### src/rtl/sprite_pkg.sv
// Shared types and constants for the sprite grid-position controller.
package sprite_pkg;

    typedef enum logic [1:0] {
        DIR_UP    = 2'd0,
        DIR_DOWN  = 2'd1,
        DIR_LEFT  = 2'd2,
        DIR_RIGHT = 2'd3
    } dir_t;

    typedef enum logic [1:0] {
        IDLE   = 2'd0,
        LOOKUP = 2'd1,
        RETRY  = 2'd2,
        WRITE  = 2'd3
    } state_t;

    localparam logic [3:0] COLL_WALL = 4'h1;

endpackage

### src/rtl/sprite_loc_ctrl_grid_step.sv
// One-tile step of a grid position in a given direction.
// Build option TUNNEL_WRAP_EN: horizontal edges wrap around (tunnel);
// without it every edge step is flagged off_edge. Vertical edges are
// always flagged off_edge.
module grid_step
    import sprite_pkg::*;
#(
    parameter int X_W   = 6,
    parameter int Y_W   = 5,
    parameter int MAP_W = 40,
    parameter int MAP_H = 30
) (
    input  logic [X_W-1:0] x,
    input  logic [Y_W-1:0] y,
    input  dir_t           dir,
    output logic [X_W-1:0] nx,
    output logic [Y_W-1:0] ny,
    output logic           off_edge
);

    localparam logic [X_W-1:0] X_MAX = X_W'(MAP_W - 1);
    localparam logic [Y_W-1:0] Y_MAX = Y_W'(MAP_H - 1);
    localparam logic [X_W-1:0] X_ONE = X_W'(1);
    localparam logic [Y_W-1:0] Y_ONE = Y_W'(1);

    // Candidate position; off_edge leaves the position unchanged.
    always_comb begin
        nx       = x;
        ny       = y;
        off_edge = 1'b0;
        case (dir)
            DIR_UP: begin
                if (y == '0) off_edge = 1'b1;
                else         ny = y - Y_ONE;
            end
            DIR_DOWN: begin
                if (y == Y_MAX) off_edge = 1'b1;
                else            ny = y + Y_ONE;
            end
            DIR_LEFT: begin
                if (x == '0) begin
`ifdef TUNNEL_WRAP_EN
                    nx = X_MAX;
`else
                    off_edge = 1'b1;
`endif
                end else begin
                    nx = x - X_ONE;
                end
            end
            DIR_RIGHT: begin
                if (x == X_MAX) begin
`ifdef TUNNEL_WRAP_EN
                    nx = '0;
`else
                    off_edge = 1'b1;
`endif
                end else begin
                    nx = x + X_ONE;
                end
            end
        endcase
    end

endmodule

### src/rtl/sprite_loc_ctrl.sv
// Grid-position controller for one maze sprite: rate-limited stepping,
// buffered turns with fallback to the current heading, collision lookup
// handshake and RAM-writer handshake. Build option TUNNEL_WRAP_EN enables
// horizontal tunnel wrap (see grid_step).
//
//   state  | meaning
//   IDLE   | waiting for a step tick; next mirrors curr
//   LOOKUP | req high, waiting for coll_valid on next_x/next_y
//   RETRY  | turn hit a wall; next re-aimed along heading, one idle cycle
//   WRITE  | ready high, waiting for the RAM writer's done
module sprite_loc_ctrl
    import sprite_pkg::*;
#(
    parameter int X_W         = 6,
    parameter int Y_W         = 5,
    parameter int MAP_W       = 40,
    parameter int MAP_H       = 30,
    parameter int START_X     = 20,
    parameter int START_Y     = 20,
    parameter int MOVE_PERIOD = 2500000
) (
    input  logic           CLOCK_50,
    input  logic           reset,
    input  logic           up,
    input  logic           down,
    input  logic           left,
    input  logic           right,
    input  logic           coll_valid,
    input  logic [3:0]     collision_type,
    input  logic           done,
    output logic [X_W-1:0] curr_x,
    output logic [Y_W-1:0] curr_y,
    output logic [X_W-1:0] next_x,
    output logic [Y_W-1:0] next_y,
    output logic           req,
    output logic           ready,
    output dir_t           heading,
    output logic           moving
);

    localparam int             CNT_W    = $clog2(MOVE_PERIOD);
    localparam logic [CNT_W-1:0] CNT_LAST = CNT_W'(MOVE_PERIOD - 1);

    logic [CNT_W-1:0] cnt;
    logic             tick;

    state_t           state, state_n;
    logic [X_W-1:0]   curr_x_n, next_x_n, step_x;
    logic [Y_W-1:0]   curr_y_n, next_y_n, step_y;
    dir_t             heading_n, pend_dir, pend_dir_n, att_dir, att_dir_n;
    dir_t             in_dir, first_dir, step_dir;
    logic             moving_n, pend_valid, pend_valid_n, att_pend, att_pend_n;
    logic             in_valid, step_off;

    // Free-running step-rate counter; ticks outside IDLE are simply missed.
    always_ff @(posedge CLOCK_50) begin
        if (reset || cnt == CNT_LAST) cnt <= '0;
        else                          cnt <= cnt + CNT_W'(1);
    end

    assign tick = (cnt == CNT_LAST);

    grid_step #(
        .X_W  (X_W),
        .Y_W  (Y_W),
        .MAP_W(MAP_W),
        .MAP_H(MAP_H)
    ) u_step (
        .x       (curr_x),
        .y       (curr_y),
        .dir     (step_dir),
        .nx      (step_x),
        .ny      (step_y),
        .off_edge(step_off)
    );

    // State and datapath registers.
    always_ff @(posedge CLOCK_50) begin
        if (reset) begin
            state      <= IDLE;
            curr_x     <= X_W'(START_X);
            curr_y     <= Y_W'(START_Y);
            next_x     <= X_W'(START_X);
            next_y     <= Y_W'(START_Y);
            heading    <= DIR_LEFT;
            moving     <= 1'b0;
            pend_valid <= 1'b0;
            pend_dir   <= DIR_LEFT;
            att_dir    <= DIR_LEFT;
            att_pend   <= 1'b0;
        end else begin
            state      <= state_n;
            curr_x     <= curr_x_n;
            curr_y     <= curr_y_n;
            next_x     <= next_x_n;
            next_y     <= next_y_n;
            heading    <= heading_n;
            moving     <= moving_n;
            pend_valid <= pend_valid_n;
            pend_dir   <= pend_dir_n;
            att_dir    <= att_dir_n;
            att_pend   <= att_pend_n;
        end
    end

    // Next-state logic: input capture, attempt selection and handshakes.
    always_comb begin
        state_n      = state;
        curr_x_n     = curr_x;
        curr_y_n     = curr_y;
        next_x_n     = next_x;
        next_y_n     = next_y;
        heading_n    = heading;
        moving_n     = moving;
        pend_valid_n = pend_valid;
        pend_dir_n   = pend_dir;
        att_dir_n    = att_dir;
        att_pend_n   = att_pend;
        req          = (state == LOOKUP);
        ready        = (state == WRITE);

        in_valid = up | down | left | right;
        if (up)        in_dir = DIR_UP;
        else if (down) in_dir = DIR_DOWN;
        else if (left) in_dir = DIR_LEFT;
        else           in_dir = DIR_RIGHT;

        first_dir = pend_valid ? pend_dir : heading;
        // IDLE probes the first attempt; later states only ever step along heading.
        step_dir  = (state == IDLE) ? first_dir : heading;

        if (in_valid) begin
            pend_valid_n = 1'b1;
            pend_dir_n   = in_dir;
        end

        case (state)
            IDLE: begin
                next_x_n = curr_x;
                next_y_n = curr_y;
                if (tick && (pend_valid || moving)) begin
                    att_dir_n  = first_dir;
                    att_pend_n = pend_valid;
                    if (!step_off) begin
                        next_x_n = step_x;
                        next_y_n = step_y;
                        state_n  = LOOKUP;
                    end else if (pend_valid && pend_dir != heading && moving) begin
                        // Edge counts as a wall; RETRY aims next along heading.
                        att_dir_n  = heading;
                        att_pend_n = 1'b0;
                        state_n    = RETRY;
                    end else begin
                        moving_n = 1'b0;
                    end
                end
            end
            LOOKUP: begin
                if (coll_valid) begin
                    if (collision_type != COLL_WALL) begin
                        heading_n = att_dir;
                        moving_n  = 1'b1;
                        if (att_pend && pend_valid && pend_dir == att_dir && !in_valid)
                            pend_valid_n = 1'b0;
                        state_n = WRITE;
                    end else if (att_pend && att_dir != heading && moving) begin
                        next_x_n   = step_x;
                        next_y_n   = step_y;
                        att_dir_n  = heading;
                        att_pend_n = 1'b0;
                        state_n    = RETRY;
                    end else begin
                        moving_n = 1'b0;
                        next_x_n = curr_x;
                        next_y_n = curr_y;
                        state_n  = IDLE;
                    end
                end
            end
            RETRY: begin
                if (step_off) begin
                    moving_n = 1'b0;
                    next_x_n = curr_x;
                    next_y_n = curr_y;
                    state_n  = IDLE;
                end else begin
                    next_x_n = step_x;
                    next_y_n = step_y;
                    state_n  = LOOKUP;
                end
            end
            WRITE: begin
                if (done) begin
                    curr_x_n = next_x;
                    curr_y_n = next_y;
                    state_n  = IDLE;
                end
            end
        endcase
    end

endmodule

### config.mk
export PLATFORM = sky130hd
export DESIGN_NAME = sprite_loc_ctrl
export DESIGN_NICKNAME = d
export VERILOG_FILES = /design/src/rtl/sprite_pkg.sv /design/src/rtl/sprite_loc_ctrl_grid_step.sv /design/src/rtl/sprite_loc_ctrl.sv
export SDC_FILE = /design/constraint.sdc
export NUM_CORES = 1
export LEC_CHECK = 0
export CAP_MARGIN = 20
export CORE_MARGIN = 3
export CORE_UTILIZATION = 47
export CTS_CLUSTER_SIZE = 14
export DETAILED_ROUTE_END_ITERATION = 8
export HOLD_SLACK_MARGIN = 0.05
export PLACE_DENSITY = 0.7
export RECOVER_POWER = 100
export SYNTH_ARGS = -nofsm -noshare
export SYNTH_HDL_FRONTEND = slang
export SYNTH_SLANG_ARGS = --single-unit
### constraint.sdc
create_clock -name CLOCK_50 -period 3.3 [get_ports CLOCK_50]
set_input_delay 0.66 -clock CLOCK_50 [delete_from_list [all_inputs] [get_ports CLOCK_50]]
set_output_delay 0.66 -clock CLOCK_50 [all_outputs]
set_load 0.03 [all_outputs]
# Word level (Yosys, flattened, before mapping)
# Index checks and enable logic that the tools add are counted.
# totals
regBits,55
in_bits,12
out_inout_bits,27
word_cells,130
# classes
n_addsub,5
eq_ne,23
muxes,64
bitwise_logic,3
n_reduce_logical,23
# op_table
cell,n
$mux W6,7
$mux W5,7
$mux W2,17
$mux W1,24
$add A22 B1 Y22 const B,1
$eq A22 B22 Y1 const B,1
$pmux W6 S3,1
$pmux W5 S3,1
$ne A2 B2 Y1 const B,6
$pmux W6 S2,1
$pmux W5 S2,1
$eq A2 B2 Y1 const B,4
$logic_and A1 B1 Y1,8
$pmux W2 S4,1
$reduce_and A7 Y1,1
$add A6 B1 Y6 const B,1
$eq A6 B6 Y1 const B,1
$logic_not A6 Y1,1
$reduce_and A3 Y1,2
$sub A6 B1 Y6 const B,1
$add A5 B1 Y5 const B,1
$eq A5 B5 Y1 const B,1
$logic_not A5 Y1,1
$reduce_and A5 Y1,1
other kinds (20),27

# Longest topological paths before layout
# Gate-level depths: netlist (run 1).
# depth
depth_word,9
ltp_mapped,10

# Cells and area by module
# A second synthesis (run 1) with hierarchy kept.
# unflattened
hier_cells,453
area_unflattened_um2,3595.9
# by_module_without_submodules
mod,instances,cells_each,area_each_um2,seq_area_each_um2
sprite_loc_ctrl,1,369,3027.9,1101.1
grid_step,1,84,568.0,0.0

# Least setup slack after synthesis (run 1)
# No wires, ideal clock.
# synth_timing
path_type,flip-flop to flip-flop
startpoint,reg curr_y[0]
endpoint,reg att_dir[0]
setup_ps,126
arrival_time_ps,2381
slack_ps,792
stages_incl_launch_ff,10
path_buffers,1
cell_sequence,dfxtp_1 > clkbuf_1 > inv_1 > ha_1 > or3b_1 > o22ai_1 > a21oi_2 > o311ai_4 > mux2i_1 > a21oi_1
# synth_between
elab_chain_len,6
elab_cells_between_ends,8
cone_classes,eq/ne: 1; mux: 6; reduce/logical: 1
# synth_rtl
element,line_no,rtl
"start, declared",sprite_loc_ctrl.sv:32,"output logic [Y_W-1:0] curr_y,"
"start signal, assigned",sprite_loc_ctrl.sv:82,curr_y <= Y_W'(START_Y);
"start signal, assigned",sprite_loc_ctrl.sv:94,curr_y <= curr_y_n;
$eq A5 B5 Y1 / $logic_not A5 Y1 (equally long branches),"sprite_loc_ctrl_grid_step.sv:37, sprite_loc_ctrl_grid_step.sv:33",
"$mux W1, on equally long branches","sprite_loc_ctrl_grid_step.sv:37, sprite_loc_ctrl_grid_step.sv:33",
$pmux W1 S4 *,sprite_loc_ctrl_grid_step.sv:31,case (dir)
$mux W2 *,sprite_loc_ctrl.sv:144,if (!step_off) begin
$mux W2 *,sprite_loc_ctrl.sv:141,if (tick && (pend_valid || moving)) begin
$pmux W2 S2 *,sprite_loc_ctrl.sv:137,case (state)
"end signal, assigned",sprite_loc_ctrl.sv:101,att_dir <= att_dir_n;
"end, declared",sprite_loc_ctrl.sv:50,"dir_t heading_n, pend_dir, pend_dir_n, att_dir, att_dir_n;"
# Mark *: on every way between the ends. The rest lies on a longest branch, timed or not. The select of a mux whose other input is x is not followed.
# A chain may end at the register's enable or synchronous reset.

# Worst setup path in the final report (run 1)
# layout_timing
startpoint,reg cnt[0]
endpoint,reg next_x[1]
# layout_between
elab_chain_len,4
# layout_rtl
element,line_no,rtl
"start, declared",sprite_loc_ctrl.sv:44,logic [CNT_W-1:0] cnt;
"start signal, assigned",sprite_loc_ctrl.sv:58,else cnt <= cnt + CNT_W'(1);
$eq A22 B22 Y1,sprite_loc_ctrl.sv:61,assign tick = (cnt == CNT_LAST);
$logic_and A1 B1 Y1,sprite_loc_ctrl.sv:141,
$mux W6,sprite_loc_ctrl.sv:141,
$pmux W6 S3,sprite_loc_ctrl.sv:137,
"end signal, assigned",sprite_loc_ctrl.sv:83,next_x <= X_W'(START_X);
"end signal, assigned",sprite_loc_ctrl.sv:95,next_x <= next_x_n;
"end, declared",sprite_loc_ctrl.sv:33,"output logic [X_W-1:0] next_x,"
# Every way passes these cells.

==> metrics.cfg, run 1 <==
[clocking]
clock_path_buffers = 2
htree_levels = 2
tritoncts_clock_tree = yes
clkSinkCount = 55
cts_setup_buffers = 0
clk-insertion-delay-late_ns = 0.32
numCtsBuffers = 5
clkSlewWorstSetupHoldPaths_ns = 0.10
cts_repair_resize_count = 0
cts.root.buffer_cell = clkbuf_8
postCtsHoldBufs = 0

[pwr]
internal_power_contribution_mw = 0.935
sw_frac_of_total_pct = 24.7
clockPowerShare_pct = 37.9
peakVddDrop_uv = 202
sequential_fraction_of_design_power_pct = 54.6
static_leakage_nw = 1.46
totalPowerFinal_mw = 1.24
p_per_area_nw_per_um2 = 299
netSwitchingPower_mw = 0.307
pwr-share-comb_pct = 7.5

[global_routing]
gr-usage-met1_pct = 29.3
grt_total_usage_pct = 22.4
grt-ovfl-total = 0
grt_use_met3_pct = 2.96
grt_pass1_wl_um = 16100
grt.busiest_layer = met2
antenna_found_initial = 0
grt_max_degree = 25
number_of_global_route_vias_before_repair = 3340
use_met2_pct = 38.3

[drt]
drt-pass1-iter-count = 6
routed-via-count = 3629
remaining_drc_errors = 0
detail_route.vias_per_cell = 6.14
drt-initial-drc-count = 311
antenna_left = 0
wl_per_cell_um = 16.4
finalWirelength_um = 9690

[logic_synthesis]
async_flop_share_pct = 0
avgSynthCellArea_um2 = 7.81
ys_ff_latch = 55
syn_area_um2 = 3620
ys_seq_area_share_pct = 30.4
synthCells = 464
count_of_flip_flops_with_a_built_in_enable_after_synthesis = 0
synthesis.yosys.warnings = 0
synth.lib_cells_used.distinct = 69
synthesized_netlist_net_count = 487
ys_dominant_reg_cell = dfxtp_1

[sta]
max-slew-margin-rel_pct = 23.4
maxSlewViolCount = 0
period_minus_slack_ns = 3.02
setup_violations = 0
finClkSkew_ns = 0.00796
fmax_mhz = 331
setup_tns_ns = 0
timing_worst_slew_pin_value_ns = 1.15
setup_repair_after_global_routing_missed_its_margin = no
min_period_over_period_pct = 91.6
timing.final.hold_violations = 0

[floorplanning]
top_level_ports = 39
placement_rows = 31
die_w_um = 93.8
start_util_pct = 49.2
std_cell_core_area_um2 = 7370
die_height_um = 93.8
die_area_um2 = 8800

[worst_setup_path]
worst_r2r_startpoint = cnt[0]
worstSetupStartpointType = flip-flop
required_time_at_the_endpoint_of_the_critical_path_ns = 3.53
critical-path-max-stage-delay_ns = 0.57
critPathKind = reg2reg
worst-r2r-cell-count = 7
timing.critical_path.to_type = flip-flop
worst-path-max-fanout = 10
ff2ff_setup_slack_ns = 0.28
worst-endpoint-arrival_ns = 3.25
worstPathCellList = ha_1 > nand4_1 > or4_1 > or3_1 > a2bb2oi_1 > o311ai_0 > a311oi_1
reg2reg_to = next_x[1]
critical-path-slowest-cell = or3_1

[layout]
design_area_um2 = 4150
filler_cell_count_in_the_final_layout = 708
regArea_um2 = 1100
final_net_count = 514
drive_above_1_share_pct = 5.69
n_antenna_cell = 0
area_overhead_of_the_layout_relative_to_synthesis_pct = 14.6
multiInputGateArea_um2 = 2300

[placement]
portBuffers = 38
dp.final_hpwl_um = 7120
dpl-instance-area_um2 = 4080
gp_congestion = 0.945

[worst_hold_path]
timing.hold.worst_endpoint = curr_y[0]
worst_hold_check_path_type = reg2reg
hold_path_startpoint = next_y[0]
min_path_cells = 2

[flow_run]
maxCapViolCount = 0

[outcome]
outcome = finished, final reports clean

## power groups by stage
stage	combinational [mW]	sequential [mW]	clock, mW
floorplan	0.0628	0.687	0
global placement	0.0924	0.693	0
detailed placement	0.0941	0.693	0
CTS	0.0947	0.678	0.483
global route	0.101	0.679	0.506
finish	0.0930	0.678	0.471
## cell usage after synthesis (8+ instances only)
master | n | area [um^2]
a211oi_1 | 8 | 60.1
a21oi_1 | 27 | 135
and3_1 | 8 | 50.1
clkbuf_1 | 19 | 71.3
dfxtp_1 | 55 | 1100
ha_1 | 11 | 138
inv_1 | 19 | 71.3
nand2_1 | 55 | 206
nand3_1 | 23 | 115
nor2_1 | 45 | 169
nor3_1 | 21 | 105
o21ai_0 | 11 | 55.1
o22ai_1 | 8 | 50.1
or3_1 | 9 | 56.3
xnor2_1 | 10 | 87.6
xor2_1 | 16 | 140
## metal layers
metal  up-vias  part of all wire, %  wire (um)
met2       137                   48       4630
met1      1714                   45       4330
met3        17                  5.9        568
li1       1761                    -          -
met5         -                    0          0
met4         0                  1.6        159
## area by class of cell
class                           instances  area share [%]
Multi-Input combinational cell        362            55.3
Sequential cell                        55            26.5
Timing Repair Buffer                   48            10.7
Tap cell                               99            2.98
Inverter                               19            1.72
Clock buffer                            5            1.66
Clock inverter                          3            1.11
## worst max-delay path by stage
| stage | start | endpoint | slack [ns] | depth (start not counted) |
|---|---|---|---|---|
| after detailed placement | collision_type[1] | att_pend | 0.43 | 6 |
| final | cnt[0] | next_x[1] | 0.28 | 7 |
| after global routing | state[0] | next_y[3] | 0.05 | 8 |
| after CTS | state[0] | moving | 0.42 | 8 |
| after global placement | collision_type[1] | att_pend | 0.47 | 6 |
| after floorplan | curr_y[0] | att_dir[0] | 0.79 | 9 |
## metrics by stage
stage / hold WS, ns / std cells / setup slack (ns) / util [%]
floorplan: 0.430 / 464 / 0.792 / -
finish: 0.474 / 591 / 0.278 / 56.3
global placement: 0.445 / 583 / 0.473 / 55.4
detailed placement: 0.448 / 583 / 0.426 / 55.4
CTS: 0.478 / 591 / 0.420 / 57.0
global route: 0.504 / 591 / 0.0487 / 56.3
## layout by cell type (no fill, tap or decap), types with 12 or more instances in the layout
cell,instances
nand3_1,23
a21oi_1,27
xor2_1,16
nor2_1,45
nor3_1,21
dfxtp_1,55
o21ai_0,12
dlygate4sd3_1,28
nand2_1,55
inv_1,19
## logic make-up after synthesis
group | synth area share [%]
AOI/OAI and AO/OA | 24.8
xor gates and xnor gates | 6.28
adders and majority gates | 3.80
buffers and inverters | 5.28
DFF | 30.4
muxes | 1.97
and+or+nand+nor | 27.5
## registers in the layout, summed over array words and instances, names as in the netlist, 2 cells and up
register and count:
cnt 22, curr_x 6, next_x 6, curr_y 5
next_y 5, att_dir 2, heading 2, pend_dir 2
state 2
## worst max-delay path: cells and delay by family (launching register included)
family | cells | cell delay, ns
AND/OR/NAND/NOR | 3 | 1.28
flip-flops | 1 | 0.39
adder cells (fa/ha/maj) | 1 | 0.23
AO/OA/AOI/OAI | 3 | 1.03
(Power assumes the default switching activity.)
==> run 2: changes to the inputs <==
GPL_TIMING_DRIVEN = 0   (was unset)
RECOVER_POWER = 25   (was 100)
==> run 2 against run 1 <==
Net effect: final cell count rose by 3.0%; setup slack got worse by 0.14 ns; power fell by 1.8%; critical path depth did not move; highest routed layer unchanged.
==> metrics.cfg, run 2 (synthesis results as in run 1) <==
[outcome]
outcome = finished, final reports clean

[floorplanning]
die_area_um2 = 8800  ; unchanged
start_util_pct = 49.2  ; unchanged
top_level_ports = 39  ; unchanged
placement_rows = 31  ; unchanged
die_height_um = 93.8  ; unchanged
die_w_um = 93.8  ; unchanged
std_cell_core_area_um2 = 7370  ; unchanged

[flow_run]
maxCapViolCount = 0  ; unchanged

[sta]
timing_worst_slew_pin_value_ns = 0.789  ; -0.360 ns
finClkSkew_ns = 0.0122  ; +0.00428 ns
setup_repair_after_global_routing_missed_its_margin = no
setup_violations = 0  ; unchanged
timing.final.hold_violations = 0  ; unchanged
fmax_mhz = 316  ; -4.4%
maxSlewViolCount = 0  ; unchanged
period_minus_slack_ns = 3.16  ; +0.138 ns
min_period_over_period_pct = 95.7  ; +4.2 points
layout_setup_ws_ns = 0.140  ; -0.138 ns
max-slew-margin-rel_pct = 47.0  ; +24 points
worst_hold_slack_ns = 0.469  ; -0.00576 ns

[layout]
design_area_um2 = 4240  ; +2.1%
n_antenna_cell = 0  ; unchanged
filler_cell_count_in_the_final_layout = 729  ; +3.0%
drive_above_1_share_pct = 6.08  ; +0.39 points
largest_registers = cnt: 22 flops, curr_x: 6 flops, next_x: 6 flops
area_overhead_of_the_layout_relative_to_synthesis_pct = 17.0
layout.cells.most_common_list = nand2_1 (55), dfxtp_1 (55), nor2_1 (44)
reg_with_most_ffs = cnt
largest_register_ffs = 22  ; unchanged
final_cell_count_no_fill = 609  ; +3.0%
final_net_count = 532  ; +3.5%

[clocking]
htree_levels = 2  ; unchanged
clkSlewWorstSetupHoldPaths_ns = 0.12  ; +0.02 ns
tritoncts_clock_tree = yes
clk-insertion-delay-late_ns = 0.34  ; +0.02 ns
clock_path_buffers = 2  ; unchanged
cts_setup_buffers = 0  ; unchanged
numCtsBuffers = 5  ; unchanged
clkSinkCount = 55  ; unchanged
cts.root.buffer_cell = clkbuf_8

[placement]
dpl_worst_slack_ns = -0.238  ; -0.663 ns
dp.final_hpwl_um = 7490  ; +5.2%
dpl-instance-area_um2 = 4130  ; +1.1%
portBuffers = 38  ; unchanged
gp_congestion = 0.949  ; +0.39%
place_inst = 601  ; +3.1%

[worst_setup_path]
worst-path-max-fanout = 5  ; -5
required_time_at_the_endpoint_of_the_critical_path_ns = 3.55  ; +0.02 ns
critPathKind = in2reg
worstPathCellList = clkdlybuf4s50_1 > nor4b_1 > a21oi_1 > nor3_1 > o211ai_1 > a311o_1 > o311ai_0
timing.critical_path.max_delay_family = simple AND/OR/NAND/NOR gates
worstPathBufferInverterCount = 1  ; +1
timing.critical_path.to_type = flip-flop
worst-endpoint-arrival_ns = 3.41  ; +0.16 ns
worstSetupStartpointType = primary input
critical-path-max-stage-delay_ns = 0.67  ; +0.10 ns
critical-path-slowest-cell = nor3_1

[drt]
routed-via-count = 3737  ; +3.0%
drt-pass1-iter-count = 5  ; -1
met3_length_um = 678  ; +19%
wl_per_cell_um = 17.0  ; +3.7%
dr_wl_met2_um = 4970  ; +7.3%
antenna_left = 0  ; unchanged
detail_route.vias_per_cell = 6.14  ; about the same
top_layer = met4
remaining_drc_errors = 0  ; unchanged
routedLengthMet1_um = 4520  ; +4.4%
drt-initial-drc-count = 445  ; +43%
finalWirelength_um = 10400  ; +6.9%

[global_routing]
number_of_global_route_vias_before_repair = 3424  ; +2.5%
grt-ovfl-total = 0  ; unchanged
antenna_found_initial = 0  ; unchanged
grt_pass1_wl_um = 16900  ; +4.8%
grt_max_degree = 19  ; -24%
grt_total_usage_pct = 24.0  ; +1.6 points

[pwr]
peakVddDrop_uv = 190  ; -6.0%
totalPowerFinal_mw = 1.22  ; -1.8%
static_leakage_nw = 1.48  ; +1.2%
p_per_area_nw_per_um2 = 287  ; -3.9%

[worst_hold_path]
worst_hold_check_path_type = reg2reg

## run 2: changes by cell type in the layout (fill, tap and decap cells not counted), moves of 2 or more
cell | before | now
and2_1 | 2 | 4
buf_2 | 0 | 6
dlygate4sd3_1 | 28 | 19
clkbuf_1 | 3 | 20
buf_4 | 7 | 0
and2_0 | 2 | 0
clkdlybuf4s50_1 | 10 | 19
## run 2: area by class of cell
type / count / area [um^2] / area share, %
multi-input combinational: 362 / 2340 / 55.2
buffer: 28 / 120 / 2.83
inverter: 19 / 71.3 / 1.68
clock buffer: 6 / 82.6 / 1.95
clock inverter: 2 / 20.0 / 0.472
sequential: 55 / 1100 / 26.0
tap: 99 / 124 / 2.92
timing repair buffer: 38 / 380 / 8.97
## run 2: tightest hold or removal path: cells and delay by family, from the launching register on
kind	cells	cell delay, ns
AO/OA/AOI/OAI	1	0.05
AND/OR/NAND/NOR	1	0.05
flip-flops	1	0.33
## run 2: what timing repair did
| action | CTS | global route |
|---|---|---|
| gates resized for setup | 1 | 3 |
| cloned | 0 | 0 |
| setup endpoints to repair | 1 | 1 |
| pin swaps | 0 | 0 |
| hold buffers | 0 | 0 |
## run 2: metal layers
metal,GRT usage [%],vias to the layer above
met2,40.9,163
met3,3.13,21
li1,-,1799
met4,7.34,0
met5,0,-
met1,31.3,1754
## run 2: report_power, final
group          switching (mW)  leakage [nW]  internal [mW]
clock network           0.264        0.0533          0.178
registers             0.00406         0.445          0.669
logic                  0.0662         0.982         0.0382
total                   0.334          1.48          0.885
## run 2: path summary, 6_finish.rpt
| check | slack (ns) | start | end | cells after the start |
|---|---|---|---|---|
| setup / recovery | 0.14 | collision_type[1] | next_y[0] | 7 |
| hold / removal | 0.47 | next_x[3] | curr_x[3] | 2 |
| setup reg to reg | 0.17 | state[0] | next_y[3] | 8 |
| hold reg to reg | 0.47 | next_x[3] | curr_x[3] | 2 |
## run 2: per-stage QoR
stage,TNS (ns),utilization (%)
4_1_cts,0,57.4
3_3_place_gp,-0.538,56.0
6_report,0,57.5
3_5_place_dp,-0.834,56.0
5_1_grt,0,57.5
2_1_floorplan,0,-
==> run 3: changes to the inputs <==
clock period = 3.7 ns   (was 3.3 ns; I/O delays follow)
==> run 3 against run 2 <==
Net effect: final area decreased by 0.24%; die area unchanged; count of clock-buffer cells in the layout unchanged; wire length decreased by 0.53%; via count increased by 0.70%; highest routed layer unchanged; sequential share of layout area increased by 0.061 points; register-to-register slack improved by 0.09 ns; clock skew increased by 0.00079 ns; final cell count unchanged; clock power decreased by 11%; power decreased by 11%; worst hold slack about the same.
==> metrics.cfg, run 3 (synthesis results as in run 1) <==
[outcome]
outcome = finished, final reports clean

[worst_hold_path]
worst_hold_check_path_type = reg2reg
min_path_cells = 2  ; unchanged
timing.hold.worst_endpoint = curr_x[3]
hold_path_startpoint = next_x[3]

[sta]
worst_hold_slack_ns = 0.469  ; +0.000105 ns
timing.final.hold_violations = 0  ; unchanged
finClkSkew_ns = 0.0130  ; +0.000786 ns
setup_repair_after_global_routing_missed_its_margin = no
timing_worst_slew_pin_value_ns = 0.775  ; -0.0142 ns
layout_setup_ws_ns = 0.262  ; +0.121 ns
setup_violations = 0  ; unchanged
fmax_mhz = 291
maxSlewViolCount = 0  ; unchanged
max-slew-margin-rel_pct = 47.8  ; +0.81 points
period_minus_slack_ns = 3.44
setup_tns_ns = 0  ; unchanged
min_period_over_period_pct = 92.9

[floorplanning]
std_cell_core_area_um2 = 7370  ; unchanged
die_w_um = 93.8  ; unchanged
start_util_pct = 49.2  ; unchanged
top_level_ports = 39  ; unchanged
placement_rows = 31  ; unchanged
die_area_um2 = 8800  ; unchanged
die_height_um = 93.8  ; unchanged

[layout]
regArea_um2 = 1100  ; unchanged
design_area_um2 = 4230  ; -0.24%
filler_cell_count_in_the_final_layout = 732  ; +0.41%
drive_above_1_share_pct = 5.88  ; -0.20 points
layout.cells.most_common_list = nand2_1 (55), dfxtp_1 (55), nor2_1 (45)
largest_registers = cnt: 22 flops, curr_x: 6 flops, next_x: 6 flops
final_net_count = 532  ; unchanged
area_overhead_of_the_layout_relative_to_synthesis_pct = 16.7
largest_register_ffs = 22  ; unchanged
multiInputGateArea_um2 = 2330  ; -0.43%
reg_with_most_ffs = cnt
n_antenna_cell = 0  ; unchanged

[global_routing]
grt-ovfl-total = 0  ; unchanged
grt_max_degree = 19  ; unchanged
grt_pass1_wl_um = 16900  ; unchanged
grt_total_usage_pct = 24.0  ; unchanged
antenna_found_initial = 0  ; unchanged
number_of_global_route_vias_before_repair = 3424  ; unchanged

[clocking]
clkSlewWorstSetupHoldPaths_ns = 0.12  ; about the same
htree_levels = 2  ; unchanged
cts_setup_buffers = 0  ; unchanged
cts.root.buffer_cell = clkbuf_8
clk-insertion-delay-late_ns = 0.34  ; about the same
cts_repair_resize_count = 0  ; -1
numCtsBuffers = 5  ; unchanged
clock_path_buffers = 2  ; unchanged
tritoncts_clock_tree = yes
clkSinkCount = 55  ; unchanged
postCtsHoldBufs = 0  ; unchanged

[pwr]
peakVddDrop_uv = 169  ; -11%
totalPowerFinal_mw = 1.09  ; -11%
p_per_area_nw_per_um2 = 257  ; -11%
static_leakage_nw = 1.48  ; -0.30%

[placement]
portBuffers = 38  ; unchanged
gp_congestion = 0.949  ; unchanged
dpl-instance-area_um2 = 4130  ; unchanged
dpl_worst_slack_ns = 0.0823  ; +0.320 ns
dp.final_hpwl_um = 7490  ; unchanged

[drt]
wl_per_cell_um = 16.9  ; -0.53%
top_layer = met4
routed-via-count = 3763  ; +0.70%
remaining_drc_errors = 0  ; unchanged
drt-initial-drc-count = 437  ; -1.8%
drt-pass1-iter-count = 6  ; +1
finalWirelength_um = 10300  ; -0.53%
routedLengthMet1_um = 4390  ; -2.9%
met3_length_um = 693  ; +2.2%
antenna_left = 0  ; unchanged
detail_route.vias_per_cell = 6.18  ; +0.70%
dr_wl_met2_um = 5040  ; +1.4%

[worst_setup_path]
critPathKind = reg2reg
timing.critical_path.to_type = flip-flop
ff2ff_setup_slack_ns = 0.26  ; +0.09 ns
worstSetupStartpointType = flip-flop
reg2reg_to = next_y[3]
worst-endpoint-arrival_ns = 3.73  ; +0.32 ns
worst_r2r_startpoint = state[0]
worst-path-max-fanout = 7  ; +2
required_time_at_the_endpoint_of_the_critical_path_ns = 3.99  ; +0.44 ns
worst-r2r-cell-count = 8  ; unchanged

[flow_run]
maxCapViolCount = 0  ; unchanged

-- run 3: cell types whose count changed in the layout (fill, tap and decap cells not counted) --
| cell | before | now |
|---|---|---|
| a21boi_0 | 2 | 3 |
| a2111oi_0 | 0 | 1 |
| nor2_1 | 44 | 45 |
| nor3_2 | 0 | 1 |
| nor2_2 | 1 | 0 |
| nor3_4 | 1 | 0 |
| a2111oi_1 | 1 | 0 |
| a21boi_1 | 1 | 0 |
-- run 3: area by class of cell --
| type | instances | area share (%) |
|---|---|---|
| Sequential cell | 55 | 26.0 |
| Clock inverter | 2 | 0.473 |
| Multi-Input combinational cell | 362 | 55.1 |
| Clock buffer | 6 | 1.95 |
| Buffer | 28 | 2.84 |
| Timing Repair Buffer | 38 | 8.99 |
| Tap cell | 99 | 2.93 |
| Inverter | 19 | 1.69 |
-- run 3: metrics by stage --
stage	util (%)	instances
after CTS	57.4	609
after global placement	56.0	601
final	57.4	609
after global routing	57.4	609
after detailed placement	56.0	601
after floorplan	-	464
-- run 3: worst max-delay path: stages, from the launching register on --
cell       delay, ns
dfxtp_1         0.41
inv_1           0.10
ha_1            0.28
a21boi_0        0.64
o21ai_0         0.42
a21oi_2         0.47
o21ai_1         0.19
a2111oi_0       0.68
nand3b_1        0.18
-- run 3: per-layer routing --
metal,track usage (%),vias up
li1,-,1805
met1,31.3,1767
met2,40.9,165
met3,3.13,26
met4,7.34,0
met5,0,-
-- run 3: worst max-delay path by stage --
stage / start / end / slack [ns] / cells past startpoint
global route: state[0] / next_y[3] / 0.14 / 8
finish: state[0] / next_y[3] / 0.26 / 8
floorplan: curr_y[0] / att_dir[0] / 1.19 / 9
global placement: collision_type[1] / next_y[3] / 0.11 / 7
CTS: state[0] / next_y[3] / 0.38 / 8
detailed placement: collision_type[1] / next_y[3] / 0.08 / 7
-- run 3: where the power goes --
part	total (mW)	internal, mW	switching, mW
clock	0.395	0.159	0.236
sequential	0.600	0.597	0.00360
combinational	0.0917	0.0335	0.0582
total	1.09	0.789	0.298
